<file path="config.mk">
export PLATFORM = sky130hd
export DESIGN_NAME = iob_reset_seq
export DESIGN_NICKNAME = d
export VERILOG_FILES = /design/src/rtl/iob_reset_seq_pkg.sv /design/src/rtl/iob_sync.sv /design/src/rtl/iob_reset_seq.sv
export SDC_FILE = /design/constraint.sdc
export NUM_CORES = 1
export LEC_CHECK = 0
export BUFFER_PORTS_ARGS = -buffer_cell sky130_fd_sc_hd__buf_2
export CAP_MARGIN = 5
export CELL_PAD_IN_SITES_DETAIL_PLACEMENT = 1
export CELL_PAD_IN_SITES_GLOBAL_PLACEMENT = 2
export CORE_UTILIZATION = 34
export CTS_CLUSTER_DIAMETER = 120
export DETAILED_ROUTE_END_ITERATION = 12
export GPL_TIMING_DRIVEN = 0
export HOLD_SLACK_MARGIN = 0.05
export PLACE_DENSITY = 0.83
export SLEW_MARGIN = 20
export SYNTH_ARGS = -nofsm -noshare
export SYNTH_HDL_FRONTEND = slang
export SYNTH_SLANG_ARGS = --single-unit
export TNS_END_PERCENT = 5
</file>
<file path="constraint.sdc">
create_clock -name clk_i -period 1.9 [get_ports clk_i]
set_input_delay 0.57 -clock clk_i [delete_from_list [all_inputs] [get_ports clk_i]]
set_output_delay 0.57 -clock clk_i [all_outputs]
set_load 0.05 [all_outputs]
</file>
<file path="src/rtl/iob_reset_seq_pkg.sv">
`default_nettype none
// ============================================================================
// Module   : iob_reset_seq_pkg
// Brief    : State encoding and helpers shared by the reset sequencer.
// Revision : 1.0 - initial release
// ============================================================================
package iob_reset_seq_pkg;

    localparam int unsigned c_STATE_W = 2;

    // Encoding 3 is unused and is decoded as HOLD by the sequencer.
    typedef enum logic [c_STATE_W-1:0] {
        ST_HOLD    = 2'd0,
        ST_RELEASE = 2'd1,
        ST_RUN     = 2'd2
    } state_t;

    function automatic int unsigned max_u(input int unsigned a, input int unsigned b);
        return (a > b) ? a : b;
    endfunction

endpackage
`default_nettype wire

</file>
<file path="src/rtl/iob_sync.sv">
`default_nettype none
// ============================================================================
// Module   : iob_sync
// Brief    : Multi-flop synchroniser with asynchronous clear to 0.
// Revision : 1.0 - initial release
// ============================================================================
module iob_sync #(
    parameter int unsigned STAGES = 2
) (
    input  logic clk,
    input  logic rst,
    input  logic i_d,
    output logic o_q
);

    logic [STAGES-1:0] r_chain;

    always_ff @(posedge clk or posedge rst) begin
        if (rst) begin
            r_chain <= '0;
        end else begin
            r_chain <= {r_chain[STAGES-2:0], i_d};
        end
    end

    assign o_q = r_chain[STAGES-1];

endmodule
`default_nettype wire

</file>
<file path="src/rtl/iob_reset_seq.sv">
`default_nettype none
// ============================================================================
// Module   : iob_reset_seq
// Brief    : Power-on reset sequencer with lock qualification, hold count and
//            staggered per-channel release (channel 0 first).
// Revision : 1.0 - initial release
// ============================================================================
module iob_reset_seq
    import iob_reset_seq_pkg::*;
#(
    parameter int unsigned N_RST       = 2,
    parameter int unsigned HOLD_CYCLES = 65535,
    parameter int unsigned STAGGER     = 16,
    parameter int unsigned SYNC_STAGES = 2,
    parameter int unsigned LOCK_EN     = 1
) (
    input  logic                 clk_i,
    input  logic                 arst_i,
    input  logic                 pll_lock_i,
    input  logic                 soft_rst_i,
    output logic [N_RST-1:0]     rst_o,
    output logic                 ready_o,
    output logic [c_STATE_W-1:0] state_o
);

    localparam int unsigned c_CNT_W = $clog2(max_u(HOLD_CYCLES, STAGGER)) + 1;
    localparam int unsigned c_IDX_W = $clog2(N_RST) + 1;

    localparam logic [c_CNT_W-1:0] c_HOLD_LAST    = c_CNT_W'(HOLD_CYCLES - 1);
    localparam logic [c_CNT_W-1:0] c_STAGGER_LAST = c_CNT_W'(STAGGER - 1);
    localparam logic [c_IDX_W-1:0] c_IDX_LAST     = c_IDX_W'(N_RST - 1);

    logic               w_sync_lock;
    logic               w_lock_s;
    logic               w_rearm;
    logic [N_RST-1:0]   r_rst;
    logic               r_ready;
    state_t             r_state;
    logic [c_CNT_W-1:0] r_cnt;
    logic [c_IDX_W-1:0] r_idx;

    iob_sync #(
        .STAGES (SYNC_STAGES)
    ) u_lock_sync (
        .clk (clk_i),
        .rst (arst_i),
        .i_d (pll_lock_i),
        .o_q (w_sync_lock)
    );

    assign w_lock_s = (LOCK_EN != 0) ? w_sync_lock : 1'b1;
    // Soft reset only re-arms once release has begun; in HOLD it just parks the count.
    assign w_rearm  = !w_lock_s ||
                      (soft_rst_i && ((r_state == ST_RELEASE) || (r_state == ST_RUN)));

    always_ff @(posedge clk_i or posedge arst_i) begin
        if (arst_i) begin
            r_rst   <= '1;
            r_ready <= 1'b0;
            r_state <= ST_HOLD;
            r_cnt   <= '0;
            r_idx   <= '0;
        end else if (w_rearm) begin
            r_rst   <= '1;
            r_ready <= 1'b0;
            r_state <= ST_HOLD;
            r_cnt   <= '0;
            r_idx   <= '0;
        end else begin
            case (r_state)
                ST_RELEASE: begin
                    if (r_cnt == c_STAGGER_LAST) begin
                        // Channels release in index order, so a left shift clears bit r_idx.
                        r_rst <= r_rst << 1;
                        r_cnt <= '0;
                        r_idx <= r_idx + c_IDX_W'(1);
                        if (r_idx == c_IDX_LAST) begin
                            r_state <= ST_RUN;
                            r_ready <= 1'b1;
                        end
                    end else begin
                        r_cnt <= r_cnt + c_CNT_W'(1);
                    end
                end
                ST_RUN: begin
                    r_rst   <= '0;
                    r_ready <= 1'b1;
                end
                default: begin
                    if (soft_rst_i) begin
                        r_rst   <= '1;
                        r_ready <= 1'b0;
                        r_state <= ST_HOLD;
                        r_cnt   <= '0;
                    end else if (r_cnt == c_HOLD_LAST) begin
                        r_rst <= {N_RST{1'b1}} << 1;
                        r_cnt <= '0;
                        r_idx <= c_IDX_W'(1);
                        if (N_RST == 1) begin
                            r_state <= ST_RUN;
                            r_ready <= 1'b1;
                        end else begin
                            r_state <= ST_RELEASE;
                            r_ready <= 1'b0;
                        end
                    end else begin
                        r_rst   <= '1;
                        r_ready <= 1'b0;
                        r_state <= ST_HOLD;
                        r_cnt   <= r_cnt + c_CNT_W'(1);
                    end
                end
            endcase
        end
    end

    assign rst_o   = r_rst;
    assign ready_o = r_ready;
    assign state_o = r_state;

endmodule
`default_nettype wire
</file>
### Yosys cells after proc, flatten, opt, wreduce, memory -nomap -nowiden

Index checks and enable logic that the tools add are counted.

* add/sub/neg operators: 2
* equal/unequal tests: 9
* muxes and demuxes: 25
* reductions and logical operators: 8

Operator list (count)
* 17-bit two-way mux: 4
* 17-bit case mux with 2 select lines: 1
* 2-bit two-way mux: 9
* 17-bit by 1-bit adder with 17-bit output, second input constant: 1
* 17-bit by 16-bit == test with 1-bit output, second input constant: 1
* 17-bit by 4-bit == test with 1-bit output, second input constant: 1
* 2-bit case mux with 2 select lines: 3
* 1-bit two-way mux: 7
* 3-bit by 2-bit inequality test with 1-bit output, second input constant: 2
* 2-bit by 1-bit == test with 1-bit output, second input constant: 2
* 4-bit AND reduction: 1
* 3-bit by 1-bit inequality test with 1-bit output, second input constant: 1
* 3-bit AND reduction: 1
* 3-bit nonzero test: 1
* 2-bit by 1-bit adder with 2-bit output, second input constant: 1
* 2-bit == test, second input constant: 1
* 1-bit logical OR: 2
* 2-bit inequality test, second input constant: 1
* 1-bit case mux with 2 select lines: 1
* 2-bit AND reduction: 1
* 1-bit logical AND: 1
* 1-bit zero test: 1

* flip-flop bits (word level): 26
* output and inout port bits: 5
* logic and storage cells: 50

### Logic depth before layout (Yosys ltp)

* depth after elaboration: 6
* mapped depth: 9
* depth with buffers taken out: 7

### Cells and area by module

From an unflattened synthesis, not the netlist that was laid out.

* cells, all modules: 164
* area total of the unflattened synthesis: 1497.7 um^2

By module, submodules not included
* iob_reset_seq: times used 1, cells each 161, area each 1443.9 um^2
* iob_sync: times used 1, cells each 3, area each 53.8 um^2

### Worst setup path before layout

Ideal clock, no wire load.

* path type: reg-to-reg
* start point: register r_state[0] (netlist: state_o[0])
* end point: register r_cnt[14]
* data arrival time: 2.092 ns
* required time: 1.824 ns
* slack: -0.268 ns
* stages on the path, launching flop included: 7
* buffers on the path: 0
* period minus slack after synthesis: 2.168 ns
* cells stage by stage: dfrtp_1 inv_1 ha_1 o211ai_1 nand3_1 o41a_1 o21ai_1

* cells in the longest elaborated chain, start to end: 5
* elaborated cells on any way between the ends: 8

Ends and longest elaborated chain
* start: declaration: line iob_reset_seq.sv:38 `state_t r_state;`
* start signal: assignment: line iob_reset_seq.sv:60 `r_state <= ST_HOLD;`
* start signal: assignment: line iob_reset_seq.sv:66 `r_state <= ST_HOLD;`
* start signal: assignment: line iob_reset_seq.sv:78 `r_state <= ST_RUN;`
* 2-bit by 1-bit == test with 1-bit output or 2-bit == test (tied branches): line iob_reset_seq.sv:54, iob_reset_seq.sv:70
* 1-bit logical OR: line iob_reset_seq.sv:54 `(soft_rst_i && ((r_state == ST_RELEASE) || (r_state == ST_RUN)));`
* 1-bit logical AND: line iob_reset_seq.sv:54
* 1-bit logical OR: line iob_reset_seq.sv:53 `assign w_rearm = !w_lock_s ||`
* 2-bit inequality test (no line) or 17-bit two-way mux (tied branches)
* end signal: assignment: line iob_reset_seq.sv:82 `r_cnt <= r_cnt + c_CNT_W'(1);`
* end signal: assignment: line iob_reset_seq.sv:110 `r_cnt <= r_cnt + c_CNT_W'(1);`
* end: declaration: line iob_reset_seq.sv:39 `logic [c_CNT_W-1:0] r_cnt;`

Several ways; a longest one is shown, not always the timed one.
A chain may end at the register's enable or synchronous reset.

### Worst setup path in the final report

* start point: register r_cnt[0]
* end point: register r_cnt[5]

* cells in the longest elaborated chain, start to end: 5
* elaborated cells on any way between the ends: 8

Ends and longest elaborated chain
* 17-bit by 1-bit adder with 17-bit output or 17-bit by 16-bit == test with 1-bit output (tied branches): line iob_reset_seq.sv:82, iob_reset_seq.sv:110, iob_reset_seq.sv:95
* 17-bit two-way mux: line iob_reset_seq.sv:95 `end else if (r_cnt == c_HOLD_LAST) begin`
* 17-bit two-way mux: line iob_reset_seq.sv:90 `if (soft_rst_i) begin`
* 17-bit case mux with 2 select lines *: line iob_reset_seq.sv:70 `case (r_state)`
* 17-bit two-way mux *: line iob_reset_seq.sv:63 `end else if (w_rearm) begin`

Mark *: on every way between the ends. The rest lies on a longest branch, timed or not.

==> implementation parameters <==
Parameter                              Value

Drt
  Post-route DRC violation count ... 0
  WL per Instance ... 19.11 µm
  Via density ... slightly below 6
  Via count of the routed design ... between 1000 and 1500
  Initial DRC Count ... between 60 and 70
  Wirelength, routed ... 4.872 mm
  First-pass detailed-route iteration total ... 4
  Remaining number of nets flagged by the antenna check after routing ... 0

Floorplan
  I/O pins ... 9
  Initial core utilization ... 36.01%
  Vertical die dimension ... 70.61 µm
  Num rows ... 24
  Core outline area ... between 4000 and 5000 µm²
  Width of the chip ... about 71 µm
  Die Outline Area ... between 4000 and 5000 µm²

Placement
  RD Place Congestion ... 0.7702
  Minimum setup slack after placement ... -0.4061 ns
  Number of port buffers ... 8
  # placed instances ... roughly 240
  Post-detailed-placement half-perimeter wirelength ... ~3.2 mm

Worst hold path
  HP Class ... reg2reg
  Hold depth ... 0

Logic synthesis
  Async set or reset register ratio after synthesis ... 100.0%
  Synthesized cell area ... approximately 1600 µm²
  Distinct cell type count after synthesis ... 46
  Share of the synthesized netlist area taken by xor and xnor gates ... ~1.6%
  Compound-gate portion of the synthesized area ... roughly 18%
  Adder and majority cell fraction of the synthesized area ... 3.909%
  Proportion of synthesized area in mux cells ... under 10%
  Net Count, Synth ... 188
  Post-Synthesis Mean Instance Area ... 8.940 µm²
  Main combinational cell family by area after synthesis ... simple AND/OR/NAND/NOR gates
  Synthesized-area fraction occupied by and/or/nand/nor cells ... about 29%
  Synthesized instance count ... 179
  Number of enable-type register cells in the synthesized netlist ... 0
  Synth warnings ... 0
  Number of synthesized register bits ... 26
  Most frequently used flop master after synthesis ... dfrtp_1
  Share of the yosys chip area belonging to registers ... between 40% and 50%

STA
  Transition at the pin with the smallest max-transition slack ... 0.9953 ns
  Share of the cycle needed by the critical path after routing ... 98.82%
  Hold violation count in the final report ... 0
  Setup WS post-layout ... around 0.022 ns
  Worst hold slack ... around 0.38 ns
  Total of endpoints with negative setup slack in the final report ... 0
  Highest Clock Rate ... 532.6 MHz
  Post-layout min period ... between 1.5 and 2 ns
  Final number of max-transition violations ... 0
  Unrepaired setup endpoints after global routing ... yes
  Slew Limit Headroom ... between 30 and 40%
  Setup clock skew after layout ... ~0.0063 ns

Clock tree
  Cts-stage hold buffer count ... 0
  Number of buffers inserted during clock tree synthesis ... 3
  Clock Tree Root ... clkbuf_8
  Clock insertion delay at the later pin of the skew report ... ~0.27 ns
  H-tree Lvls ... 1
  Clock sink count ... 26
  TritonCTS clock tree ... yes
  CTS clk-pin slew, worst paths ... ~0.1 ns
  CTS Buffer Depth ... 2

Final layout
  Leading cell type in the layout, fill and taps excluded ... nand2_1
  Area grow syn2layout ... 26.50%
  Fillers ... slightly above 500
  Final nets ... roughly 210
  Total inserted antenna cells ... 0
  Most frequent cells in the layout ... 26 x nand2_1, 18 x dfrtp_1, 11 x buf_2, 10 x o21ai_1, 10 x nor2_1
  Final cell count without fillers ... between 200 and 300
  Fraction of final layout cells with drive strength greater than 1 ... slightly above 30%

Critical path
  Worst setup path category ... reg2reg
  Cell count of the worst reg-to-reg path ... 8
  Worst EP required ... about 2.1 ns
  Worst path arrival time ... about 2 ns
  Maximum fanout encountered on the critical timing path ... 10
  Sort of element at the start of the critical path ... flop
  Capturing element type of the critical path ... flop

Global route
  Pin count of the biggest net entering global routing ... 27
  Vias in the first global route ... between 1500 and 2000
  Combined global-route utilization of all metal layers ... 20.32%
  Number of antenna violations at the first check in global routing ... 0
  Congestion Overflow GR ... 0
  Wire length of the first global-routing pass ... just under 8 mm

Pwr
  VDD IR max ... 287.0 µV
  Power per cell area ... roughly 500 nW/µm²
  Cell leakage power ... about 0.00076 µW

Run status
  Outcome ... completed

Run
  Max-cap check violation count ... 0
final timing paths:
check	from	to	slack, ns
min reg2reg	u_lock_sync.r_chain[0]	u_lock_sync.r_chain[1]	0.38
max	r_cnt[0]	r_cnt[5]	0.02
max reg2reg	r_cnt[0]	r_cnt[5]	0.02
min in group asynchronous	arst_i	u_lock_sync.r_chain[0]	0.39
min	u_lock_sync.r_chain[0]	u_lock_sync.r_chain[1]	0.38
max in group asynchronous	arst_i	state_o[1]	1.01
timing repair:
item	4_1_cts	5_1_grt
cloned	0	1
endpoints found under the setup margin	19	21
pin swaps	3	14
resized for setup	11	27
setup buffers	10	2
power breakdown:
part	total (µW)	internal [µW]	switching, µW
registers	562	557	4.98
logic	59.7	21.8	37.9
clock network	374	186	189
state kept, by name (all words and copies together) (netlist names):
name,flops
rst_o,2
r_idx,2
ready_o,1
state_o,2
r_cnt,17
u_lock_sync.r_chain,2
layer usage:
metal,track usage [%],routed length (µm),share of wire [%],vias to the layer above
met1,26.93,2293,47,759
met2,35.49,2433,50,15
met3,2.137,63,1.3,8
met4,5.778,82,1.7,0
li1,-,-,-,706
met5,0,0,0,-
per-stage QoR:
stage                     instance area, µm²  total power [µW]   TNS, ns  utilization [%]
final                                   2024             996.4         0            45.55
after global placement                  1720             612.1    -4.542            38.71
after global routing                    2024              1025   -0.2835            45.55
after detailed placement                1720             614.5    -5.477            38.71
after CTS                               1907             992.4         0            42.91
after floorplan                         1615             598.0  -0.05190                -
kinds of logic (layout without fill, tap and decap cells):
| logic type | Yosys count | in the layout |
|---|---|---|
| AND/OR/NAND/NOR | 81 | 81 |
| multiplexers | 3 | 3 |
| adder cells (fa/ha/maj) | 5 | 5 |
| buffers and inverters | 18 | 42 |
| flip-flops | 26 | 26 |
| XOR/XNOR | 3 | 3 |
| AO/OA/AOI/OAI | 43 | 43 |
area by class of cell:
class                           instances  area, µm²  share of cell area [%]
Multi-Input combinational cell        135      991.0                   48.95
Sequential cell                        26      660.6                   32.63
Timing Repair Buffer                   21      155.1                   7.664
Tap cell                               52      65.06                   3.214
Buffer                                  7      60.06                   2.967
Clock buffer                            4      55.05                   2.719
Inverter                               10      37.54                   1.854
worst max-delay path, cell delays in order, from the launching register on:
cell      delay (ns)
dfrtp_1         0.43
ha_4            0.18
and4b_2         0.28
nand4_4         0.13
and3_4          0.22
buf_12          0.14
nor2_4          0.14
buf_12          0.13
o211ai_1        0.10
synth_stat cells (all sizes together) (3+ instances only):
cell    count  area, µm²
nand2      26      97.59
dfrtp      24      600.6
o21ai      14      70.06
nor2       12      52.55
inv        10      37.54
nand3       9      45.04
nor3        9      61.31
o211ai      9      67.56
and3        6      42.54
a21oi       5      25.02
ha          5      62.56
nor4        5      50.05
buf         4      26.27
clkbuf      4      15.01
nand4       4      31.28
nand4b      3      26.28
o311ai      3      26.28
xor2        3      26.28
(Power assumes the default switching activity.)
